===== src/rtl/frame_dram_writer_if.sv =====
// rtl/frame_dram_writer_if.sv - pixel stream and DRAM write port bundle for frame_dram_writer
// Signals:
//   frame_start, pix_valid, pix_data, pix_ready : pixel stream with frame restart marker
//   wr_full                                     : DRAM write path backpressure
//   ctrl_in, ctrl_we                            : burst command {len[39:32], addr[31:0]}
//   data_in, data_we                            : burst data beat {strb[35:32], data[31:0]}
//   frame_done, overflow                        : end-of-frame pulse, sticky error flag
// Modports: master = pixel source / DRAM side, slave = the writer.
interface frame_dram_writer_if;
  logic        frame_start;
  logic        pix_valid;
  logic [23:0] pix_data;
  logic        pix_ready;
  logic        wr_full;
  logic [35:0] data_in;
  logic        data_we;
  logic [39:0] ctrl_in;
  logic        ctrl_we;
  logic        frame_done;
  logic        overflow;

  modport master (
    output frame_start, pix_valid, pix_data, wr_full,
    input  pix_ready, data_in, data_we, ctrl_in, ctrl_we, frame_done, overflow
  );

  modport slave (
    input  frame_start, pix_valid, pix_data, wr_full,
    output pix_ready, data_in, data_we, ctrl_in, ctrl_we, frame_done, overflow
  );
endinterface


===== src/rtl/frame_dram_writer.sv =====
// rtl/frame_dram_writer.sv - buffers a 24-bit pixel stream and writes it to DRAM in fixed bursts
// Ports:
//   clk, rst            : single clock, synchronous active-high reset
//   bus.frame_start     : next accepted pixel is (0,0)
//   bus.pix_valid/pix_data/pix_ready : pixel stream {R,G,B}
//   bus.wr_full         : DRAM write path cannot take ctrl/data this cycle
//   bus.ctrl_in/ctrl_we : burst command {len = BURST_LEN-1, byte addr}
//   bus.data_in/data_we : data beat {4'hF, pixel, 8'h00}
//   bus.frame_done      : pulse once the last burst of a frame has been issued
//   bus.overflow        : sticky, frame_start seen while another is pending
module frame_dram_writer #(
  parameter int unsigned X_SIZE    = 1280,
  parameter int unsigned Y_SIZE    = 720,
  parameter logic [31:0] BASE_ADDR = 32'h0000_0000,
  parameter int unsigned BURST_LEN = 16
) (
  input  logic               clk,
  input  logic               rst,
  frame_dram_writer_if.slave bus
);

  localparam int unsigned DEPTH = 2 * BURST_LEN;
  localparam int unsigned AW    = $clog2(DEPTH);
  localparam int unsigned CW    = AW + 1;
  localparam logic [31:0]   TOTAL     = 32'(X_SIZE * Y_SIZE);
  localparam logic [31:0]   STEP      = 32'(BURST_LEN);
  localparam logic [CW-1:0] CNT_BURST = CW'(BURST_LEN);
  localparam logic [CW-1:0] CNT_FULL  = CW'(DEPTH);
  localparam logic [AW-1:0] LAST_BEAT = AW'(BURST_LEN - 1);
  localparam logic [7:0]    LEN_FIELD = 8'(BURST_LEN - 1);

  typedef enum logic [1:0] {IDLE, CMD, DATA, FLUSH} state_t;

  state_t        state, next_state;
  logic [23:0]   mem [DEPTH];
  logic [AW-1:0] wr_ptr, rd_ptr, beat;
  logic [CW-1:0] count;
  logic [31:0]   word_idx;
  logic [31:0]   pix_cnt;
  logic          pending;
  logic          done_pulse;
  logic          overflow_flag;
  logic          accept, push, pop, burst_end;

  // A frame_start on the input blocks the pixel in the same cycle so that
  // pixel can never be counted against the frame that is being abandoned.
  assign bus.pix_ready = (count != CNT_FULL) && (state != FLUSH) && !pending && !bus.frame_start;
  assign accept        = bus.pix_valid && bus.pix_ready;
  // Pixels past the end of the frame are handshaked but dropped.
  assign push          = accept && (pix_cnt < TOTAL);
  assign pop           = (state == DATA) && !bus.wr_full && !rst;
  assign burst_end     = pop && (beat == LAST_BEAT);
  assign bus.frame_done = done_pulse;
  assign bus.overflow   = overflow_flag;

  always_ff @(posedge clk) begin
    if (rst) state <= IDLE;
    else     state <= next_state;
  end

  always_comb begin
    next_state  = state;
    bus.ctrl_we = 1'b0;
    bus.data_we = 1'b0;
    bus.ctrl_in = '0;
    bus.data_in = '0;
    case (state)
      IDLE: begin
        if (bus.frame_start)
          next_state = FLUSH;
        else if (count >= CNT_BURST && !bus.wr_full)
          next_state = CMD;
      end
      CMD: begin
        bus.ctrl_we = !rst;
        bus.ctrl_in = rst ? '0 : {LEN_FIELD, BASE_ADDR + (word_idx << 2)};
        next_state  = DATA;
      end
      DATA: begin
        bus.data_we = pop;
        bus.data_in = pop ? {4'hF, mem[rd_ptr], 8'h00} : '0;
        // A frame_start seen during the burst waits until the last beat.
        if (burst_end)
          next_state = (pending || bus.frame_start) ? FLUSH : IDLE;
      end
      FLUSH: begin
        next_state = bus.frame_start ? FLUSH : IDLE;
      end
      default: next_state = IDLE;
    endcase
  end

  always_ff @(posedge clk) begin
    if (push) mem[wr_ptr] <= bus.pix_data;
  end

  always_ff @(posedge clk) begin
    if (rst) begin
      wr_ptr        <= '0;
      rd_ptr        <= '0;
      beat          <= '0;
      count         <= '0;
      word_idx      <= '0;
      pix_cnt       <= '0;
      pending       <= 1'b0;
      done_pulse    <= 1'b0;
      overflow_flag <= 1'b0;
    end else begin
      done_pulse <= 1'b0;
      if (bus.frame_start && pending) overflow_flag <= 1'b1;

      if (next_state == FLUSH)
        pending <= 1'b0;
      else if (bus.frame_start && (state == CMD || state == DATA))
        pending <= 1'b1;

      if (state == FLUSH) begin
        wr_ptr   <= '0;
        rd_ptr   <= '0;
        beat     <= '0;
        count    <= '0;
        word_idx <= '0;
        pix_cnt  <= '0;
      end else begin
        if (push) begin
          wr_ptr  <= wr_ptr + 1'b1;
          pix_cnt <= pix_cnt + 32'd1;
        end
        if (pop) begin
          rd_ptr <= rd_ptr + 1'b1;
          beat   <= burst_end ? '0 : beat + 1'b1;
        end
        if (push && !pop)      count <= count + 1'b1;
        else if (pop && !push) count <= count - 1'b1;
        if (burst_end) begin
          if (word_idx + STEP == TOTAL) begin
            word_idx   <= '0;
            done_pulse <= 1'b1;
          end else begin
            word_idx <= word_idx + STEP;
          end
        end
      end
    end
  end

endmodule


===== src/flat_wrapper.sv =====
// flat-port wrapper written by rule: the top's interface ports become plain ports
module frame_dram_writer_flat 
#(
  parameter int unsigned X_SIZE    = 1280,
  parameter int unsigned Y_SIZE    = 720,
  parameter logic [31:0] BASE_ADDR = 32'h0000_0000,
  parameter int unsigned BURST_LEN = 16
)
  (clk, rst, bus_frame_start, bus_pix_valid, bus_pix_data, bus_wr_full, bus_pix_ready, bus_data_in, bus_data_we, bus_ctrl_in, bus_ctrl_we, bus_frame_done, bus_overflow);
  frame_dram_writer_if bus_i ();
  input  logic clk;
  input  logic rst;
  input wire logic [$bits(bus_i.frame_start)-1:0] bus_frame_start;
  input wire logic [$bits(bus_i.pix_valid)-1:0] bus_pix_valid;
  input wire logic [$bits(bus_i.pix_data)-1:0] bus_pix_data;
  input wire logic [$bits(bus_i.wr_full)-1:0] bus_wr_full;
  output wire logic [$bits(bus_i.pix_ready)-1:0] bus_pix_ready;
  output wire logic [$bits(bus_i.data_in)-1:0] bus_data_in;
  output wire logic [$bits(bus_i.data_we)-1:0] bus_data_we;
  output wire logic [$bits(bus_i.ctrl_in)-1:0] bus_ctrl_in;
  output wire logic [$bits(bus_i.ctrl_we)-1:0] bus_ctrl_we;
  output wire logic [$bits(bus_i.frame_done)-1:0] bus_frame_done;
  output wire logic [$bits(bus_i.overflow)-1:0] bus_overflow;
  assign bus_i.frame_start = bus_frame_start;
  assign bus_i.pix_valid = bus_pix_valid;
  assign bus_i.pix_data = bus_pix_data;
  assign bus_i.wr_full = bus_wr_full;
  assign bus_pix_ready = bus_i.pix_ready;
  assign bus_data_in = bus_i.data_in;
  assign bus_data_we = bus_i.data_we;
  assign bus_ctrl_in = bus_i.ctrl_in;
  assign bus_ctrl_we = bus_i.ctrl_we;
  assign bus_frame_done = bus_i.frame_done;
  assign bus_overflow = bus_i.overflow;
  frame_dram_writer #(.X_SIZE(X_SIZE), .Y_SIZE(Y_SIZE), .BASE_ADDR(BASE_ADDR), .BURST_LEN(BURST_LEN)) u_core (.clk(clk), .rst(rst), .bus(bus_i));
endmodule

===== config.mk =====
export PLATFORM = sky130hd
export DESIGN_NAME = frame_dram_writer_flat
export DESIGN_NICKNAME = d
export VERILOG_FILES = /design/src/rtl/frame_dram_writer_if.sv /design/src/rtl/frame_dram_writer.sv /design/src/flat_wrapper.sv
export SDC_FILE = /design/constraint.sdc
export NUM_CORES = 1
export LEC_CHECK = 0
export CAP_MARGIN = 20
export CORE_MARGIN = 10
export CORE_UTILIZATION = 55
export DETAILED_ROUTE_END_ITERATION = 16
export PLACE_DENSITY = 0.73
export SETUP_SLACK_MARGIN = 0.05
export SYNTH_ARGS = -nofsm -noshare
export SYNTH_HDL_FRONTEND = slang
export SYNTH_SLANG_ARGS = --single-unit

===== constraint.sdc =====
create_clock -name clk -period 5.9 [get_ports clk]
set_clock_uncertainty 0.2 [all_clocks]
set_input_delay 1.77 -clock clk [delete_from_list [all_inputs] [get_ports clk]]
set_output_delay 1.77 -clock clk [all_outputs]
set_load 0.02 [all_outputs]

==> results of run 1 <==
==> metal layers <==
| metal | vias up | global-route usage, % | routed length, um |
|---|---|---|---|
| met3 | 123 | 4.705 | 6539 |
| met5 | - | 0 | 0 |
| li1 | 7331 | - | - |
| met1 | 9269 | 29.72 | 30590 |
| met2 | 811 | 36.47 | 39710 |
| met4 | 0 | 5.450 | 1568 |
==> stage by stage <==
step	utilization [%]	cell area (um2)	power, mW	hold slack (ns)	setup WS, ns
global route	64.54	39680	13.88	0.2731	0.05759
CTS	64.02	39360	13.52	0.2622	0.1399
detailed placement	59.43	36540	8.116	0.2477	0.2689
finish	64.55	39690	13.45	0.2618	0.2161
floorplan	-	34150	7.669	0.2302	0.5625
global placement	59.43	36540	8.078	0.2428	0.3655
==> cell usage after synthesis, drive strengths merged, types with 2 or more instances <==
cell / n / share of area [%]
o211a: 2 / 0.059
edfxtp: 768 / 68
or2: 4 / 0.073
nand3: 24 / 0.35
xnor2: 20 / 0.51
a21oi: 32 / 0.48
o31ai: 3 / 0.066
nor2b: 6 / 0.11
o21ai: 9 / 0.13
and4: 9 / 0.23
nand4: 20 / 0.41
buf: 51 / 0.87
nor4: 9 / 0.21
and4b: 2 / 0.059
clkbuf: 72 / 0.80
nand3b: 3 / 0.066
nor3: 14 / 0.22
dfxtp: 91 / 5.3
mux2i: 26 / 0.76
o21a: 2 / 0.044
and3: 11 / 0.20
or3b: 2 / 0.051
mux4: 240 / 16
o21bai: 2 / 0.044
a31oi: 4 / 0.073
nor2: 135 / 1.5
or4: 4 / 0.088
a311oi: 2 / 0.051
xor2: 39 / 1.0
and2: 39 / 0.72
inv: 14 / 0.15
a211oi: 5 / 0.11
ha: 18 / 0.66
nor3b: 4 / 0.088
or3: 10 / 0.19
nand2: 40 / 0.44
==> cell families after synthesis <==
logic type               share of synthesized area (%)
flip-flops                                       73.01
AND/OR/NAND/NOR                                  5.073
multiplexers                                     16.62
buffers and inverters                            1.828
AO/OA/AOI/OAI                                    1.222
XOR/XNOR                                         1.516
adder cells (fa/ha/maj)                         0.7195
other                                          0.01100
==> area by class of cell <==
type                    count  area (um2)  area share (%)
inverters                  14       52.55          0.1324
multi-input cells         769        8884           22.38
flip-flops and latches    859       24900           62.74
clock buffers             103        2268           5.716
repair buffers            179        2042           5.145
diodes                      1       2.502        0.006305
clock inverters            53       551.8           1.390
well taps                 790       988.4           2.491
==> worst register-to-register path: stages, from the launching register on <==
cell and delay, ns:
dfxtp_1 0.35, or4b_2 0.70, o31ai_1 0.44, nor3_1 0.12
buf_4 0.19, ha_1 0.21, inv_1 0.17, ha_1 0.26
a21o_1 0.17, a21oi_1 0.23, o21bai_1 0.09, a21oi_1 0.18
xnor2_1 0.08, or3_1 0.30, a21oi_1 0.14
==> cell usage in the layout (no fill, tap or decap), drive strengths merged, types with 10 or more instances in the layout <==
cell type,n
edfxtp,768
mux4,240
nor2,135
clkbuf,104
clkdlybuf4s50,91
dfxtp,91
buf,87
nand2,40
xor2,39
and2,39
clkinv,33
a21oi,32
mux2i,26
nand3,24
xnor2,20
nand4,20
ha,18
conb,18
inv,18
nor3,14
and3,11
bufinv,10
or3,10
==> what timing repair did <==
action	CTS	global route
setup buffers	0	0
setup endpoints to repair	1	1
resized for setup	1	1
==> power by group <==
part / internal (mW) / switching, mW / leakage (nW)
sequential: 6.71 / 0.0590 / 7.65
combinational: 0.574 / 0.668 / 3.30
clock: 3.19 / 2.25 / 1.37
==> flip-flops by register name (all words and copies together) (netlist names), named ones only <==
name and cells:
u_core.count 6, u_core.state 2, u_core.word_idx 28, u_core.rd_ptr 5
u_core.mem 768, u_core.pending 1, u_core.bus.frame_done 1, u_core.wr_ptr 5
u_core.bus.overflow 1, u_core.pix_cnt 32, u_core.beat 5
==> worst paths after layout <==
kind / start / to / slack (ns) / depth (start not counted)
setup / recovery: flop / bus_data_in[26] / 0.22 / 6
hold / removal: u_core.pix_cnt[20] / u_core.pix_cnt[20] / 0.26 / 1
hold reg to reg: u_core.pix_cnt[20] / u_core.pix_cnt[20] / 0.26 / 1
setup reg to reg: u_core.count[0] / u_core.count[5] / 1.99 / 14
==> out/qor.csv, run 1 <==
metric,value,unit
die_h,268.9,um
grt_max_degree,74,
cp-end-kind,output pin,
worstSetupPathType,reg2out,
crit_path_cell_trace,"buf_4, mux4_2, mux4_2, mux2i_1, nor2_1, clkdlybuf4s50_1",
drive_gt1_share,25.90,%
area_growth_syn_to_layout,16.44,%
fin_cells,2768,
crit_fanout,21,
die_area,0.07233,mm2
worstSkewPairLatency,0.63,ns
cellPowerDensity,338.9,mW/mm2
cts_num_sinks,859,
ys_types,58,
core,0.06148,mm2
syn_area_per_cell,19.50,um2
grt_setup_unrepaired,false,
syn_area,0.03408,mm2
critPathSlowestCell,mux4_2,
die_w,268.9,um
fill_cells,3980,
worstPathRequired,3.93,ns
relSlewSlack,26.33,%
ys_ff_latch,859,
grt_pass1_wl,117.5,mm
arrival,3.71,ns
ir_worst_vdd,316.4,uV
drt_iter0_markers,2002,
ys.flop_type,edfxtp_1,
antenna_left,0,
start_util,55.44,%
ios,110,
grt_pass1_vias,17920,
cts_tree,yes,
synth_edf_count,768,
crit_family,multiplexers,
h-tree-depth,3,
cts_made_buffers,86,
synthCells,1748,
io_buffers,91,
min_period,5.684,ns
cts_hold_buf,0,
gp_congestion,0.8592,
seq_area_frac_synth,73.01,%
max-clock-path-buffers,3,
antenna_found_initial,0,
grt_usage,22.05,%
async_reset_ff_share,0,%
rows,91,
overflow,0,
cap_violations,0,
fmaxAchievable,0.1759,GHz
clock-root-buffer,clkbuf_16,
slowest_delay,0.62,ns
worstMarginPinSlew,1.102,ns
finalSetupViolations,0,
drcViolationCount,0,
post_drt_wl_per_cell,28.33,um
power.leakage,12.32,nW
clk_pin_slew,0.07,ns
via_per_inst,6.335,
tns,0,ns
place_hpwl,46.47,mm
vias,17530,
outcome,finished clean,
worstSetupStartpointType,flop,
drt_first_pass_iters,7,
crit_buf_inv,2,
nets,1957,
hp-class,reg2reg,
post-route-period-util,96.34,%
cp_common_cell,mux4_2,
slew_violations,0,
dp.cells,2598,
hold_violations,0,
synth_warnings,0,
drt_wl_total,78.41,mm
(Power assumes the default switching activity.)
==> run 2: changes to the inputs <==
==> constraint.sdc (replaced) <==
create_clock -name clk -period 5.9 [get_ports clk]
set_clock_uncertainty 0.2 [all_clocks]
set_input_delay 1.18 -clock clk [delete_from_list [all_inputs] [get_ports clk]]
set_output_delay 1.18 -clock clk [all_outputs]
set_load 0.02 [all_outputs]
==> run 2 against run 1 <==
Non-clock buffer count fell by 23. Utilization fell by 0.97 points. Global-route usage is 0.25 points lower. Critical endpoint is now bus_data_in[21]. Count of clock-buffer cells in the layout up 2. Sequential cell count stayed put. Largest power group unchanged. First-iteration DRC count shrank 3.9%. Routed wire length shrank 1.8%. Maximum frequency up 5.1%. Clock power fell by 3%. Sequential share of layout area up 0.96 points. Total power shrank 1.2%.
==> out/qor.csv, run 2 (synthesis gave the netlist of run 1 again) <==
metric,value,unit
vias,17410,
drive_gt1_share,24.23,%
reg2reg_to,u_core.count[5],
h-tree-depth,3,
p_switching,3.015,mW
area_growth_syn_to_layout,14.68,%
tns,0,ns
place_hpwl,46.88,mm
power.leakage,12.03,nW
post-route-period-util,91.67,%
slew_violations,0,
sw_frac_of_total,22.69,%
worstSkewPairLatency,0.63,ns
place_ws,0.9965,ns
cap_violations,0,
cts_hold_buf,0,
hold_violations,0,
worstSetupPathType,reg2out,
clock-root-buffer,clkbuf_16,
placed_area,0.03630,mm2
post_drt_wl_per_cell,28.02,um
combPwrFrac,9.2,%
min_period,5.408,ns
via_per_inst,6.337,
fmaxAchievable,0.1849,GHz
rows,91,
p_clk_share,39.8,%
worstMarginPinSlew,1.079,ns
pwr-share-seq,51.0,%
final_cell_mix,"edfxtp_1, mux4_2, nor2_1, clkdlybuf4s50_1, clkbuf_16",
crit_fanout,51,
grt_pass1_wl,116.6,mm
worstSetupStartpointType,flop,
outcome,finished clean,
cellPowerDensity,340.0,mW/mm2
antenna_found_initial,0,
top_register,u_core.mem,
drt_wl_total,76.96,mm
grt_usage,21.81,%
max-clock-path-buffers,3,
hp-class,reg2reg,
io_buffers,91,
die_area,0.07233,mm2
setup_slack,0.4915,ns
core,0.06148,mm2
die_h,268.9,um
cp-endpoint,bus_data_in[21],
cts_num_sinks,859,
cts_tree,yes,
drt_iter0_markers,1923,
cts_resized,0,
die_w,268.9,um
reg_top3,"u_core.mem x768, u_core.pix_cnt x32, u_core.word_idx x28",
cp-end-kind,output pin,
antenna_left,0,
final_cell_area,0.03909,mm2
start_util,55.44,%
clk_pin_slew,0.06,ns
power,13.29,mW
largest_reg_flops,768,
ir_worst_vdd,265.1,uV
r2r_cells,14,
overflow,0,
relSlewSlack,28.00,%
grt_pass1_vias,18000,
rr_startpoint,u_core.count[0],
ios,110,
nets,1933,
gp_congestion,0.8333,
grt_max_degree,60,
worstPathRequired,4.52,ns
rrSetupSlack,1.92,ns
grt_setup_unrepaired,false,
final_common_cell,edfxtp_1,
finalSetupViolations,0,
cell_internal_pwr,10.28,mW
cts_made_buffers,85,
cts_setup_buffers,0,
drcViolationCount,0,
arrival,4.03,ns
drt_first_pass_iters,5,
-- run 2: worst min path at each step --
stage,startpoint,to,cells past startpoint
after floorplan,u_core.pix_cnt[23],u_core.pix_cnt[23],1
final,u_core.pix_cnt[28],u_core.pix_cnt[28],1
after CTS,u_core.pix_cnt[21],u_core.pix_cnt[21],1
after global routing,u_core.pix_cnt[21],u_core.pix_cnt[21],1
after global placement,u_core.pix_cnt[24],u_core.pix_cnt[24],1
after detailed placement,u_core.pix_cnt[23],u_core.pix_cnt[23],1
-- run 2: routing by layer --
layer  vias to the layer above  share of wire [%]  wire, um  GRT usage [%]
met1                      9239                 41     31440          30.61
met5                         -                  0         0              0
met4                         0                1.7      1322          4.858
li1                       7290                  -         -              -
met2                       778                 49     37670          35.18
met3                       101                8.5      6529          4.404
-- run 2: layout make-up --
type,count,area [um2]
flip-flops and latches,859,24900
fillers,4128,22400
multi-input cells,769,8876
clock buffers,105,2243
repair buffers,156,1536
well taps,790,988.4
clock inverters,53,490.5
inverters,14,52.55
diodes,1,2.502
-- run 2: critical path, stage by stage (launching register included) --
cell,delay [ns]
dfxtp_4,0.60
buf_12,0.42
mux4_2,0.62
mux4_2,0.48
mux2i_1,0.46
nor2_1,0.15
clkdlybuf4s50_1,0.62
-- run 2: metrics by stage --
stage / utilization, % / hold slack [ns] / cells
final: 63.57 / 0.2616 / 2747
after global routing: 63.57 / 0.2753 / 2746
after CTS: 63.48 / 0.2631 / 2744
after detailed placement: 59.04 / 0.2481 / 2586
after global placement: 59.04 / 0.2430 / 2586
after floorplan: - / 0.2302 / 1765
-- run 2: power groups by stage --
stage / registers, mW / clock network, mW / logic [mW]
4_1_cts: 6.78 / 5.37 / 1.23
3_5_place_dp: 6.91 / 0 / 1.22
6_report: 6.78 / 5.29 / 1.23
3_3_place_gp: 6.90 / 0 / 1.21
2_1_floorplan: 6.88 / 0 / 0.791
5_1_grt: 6.78 / 5.61 / 1.32
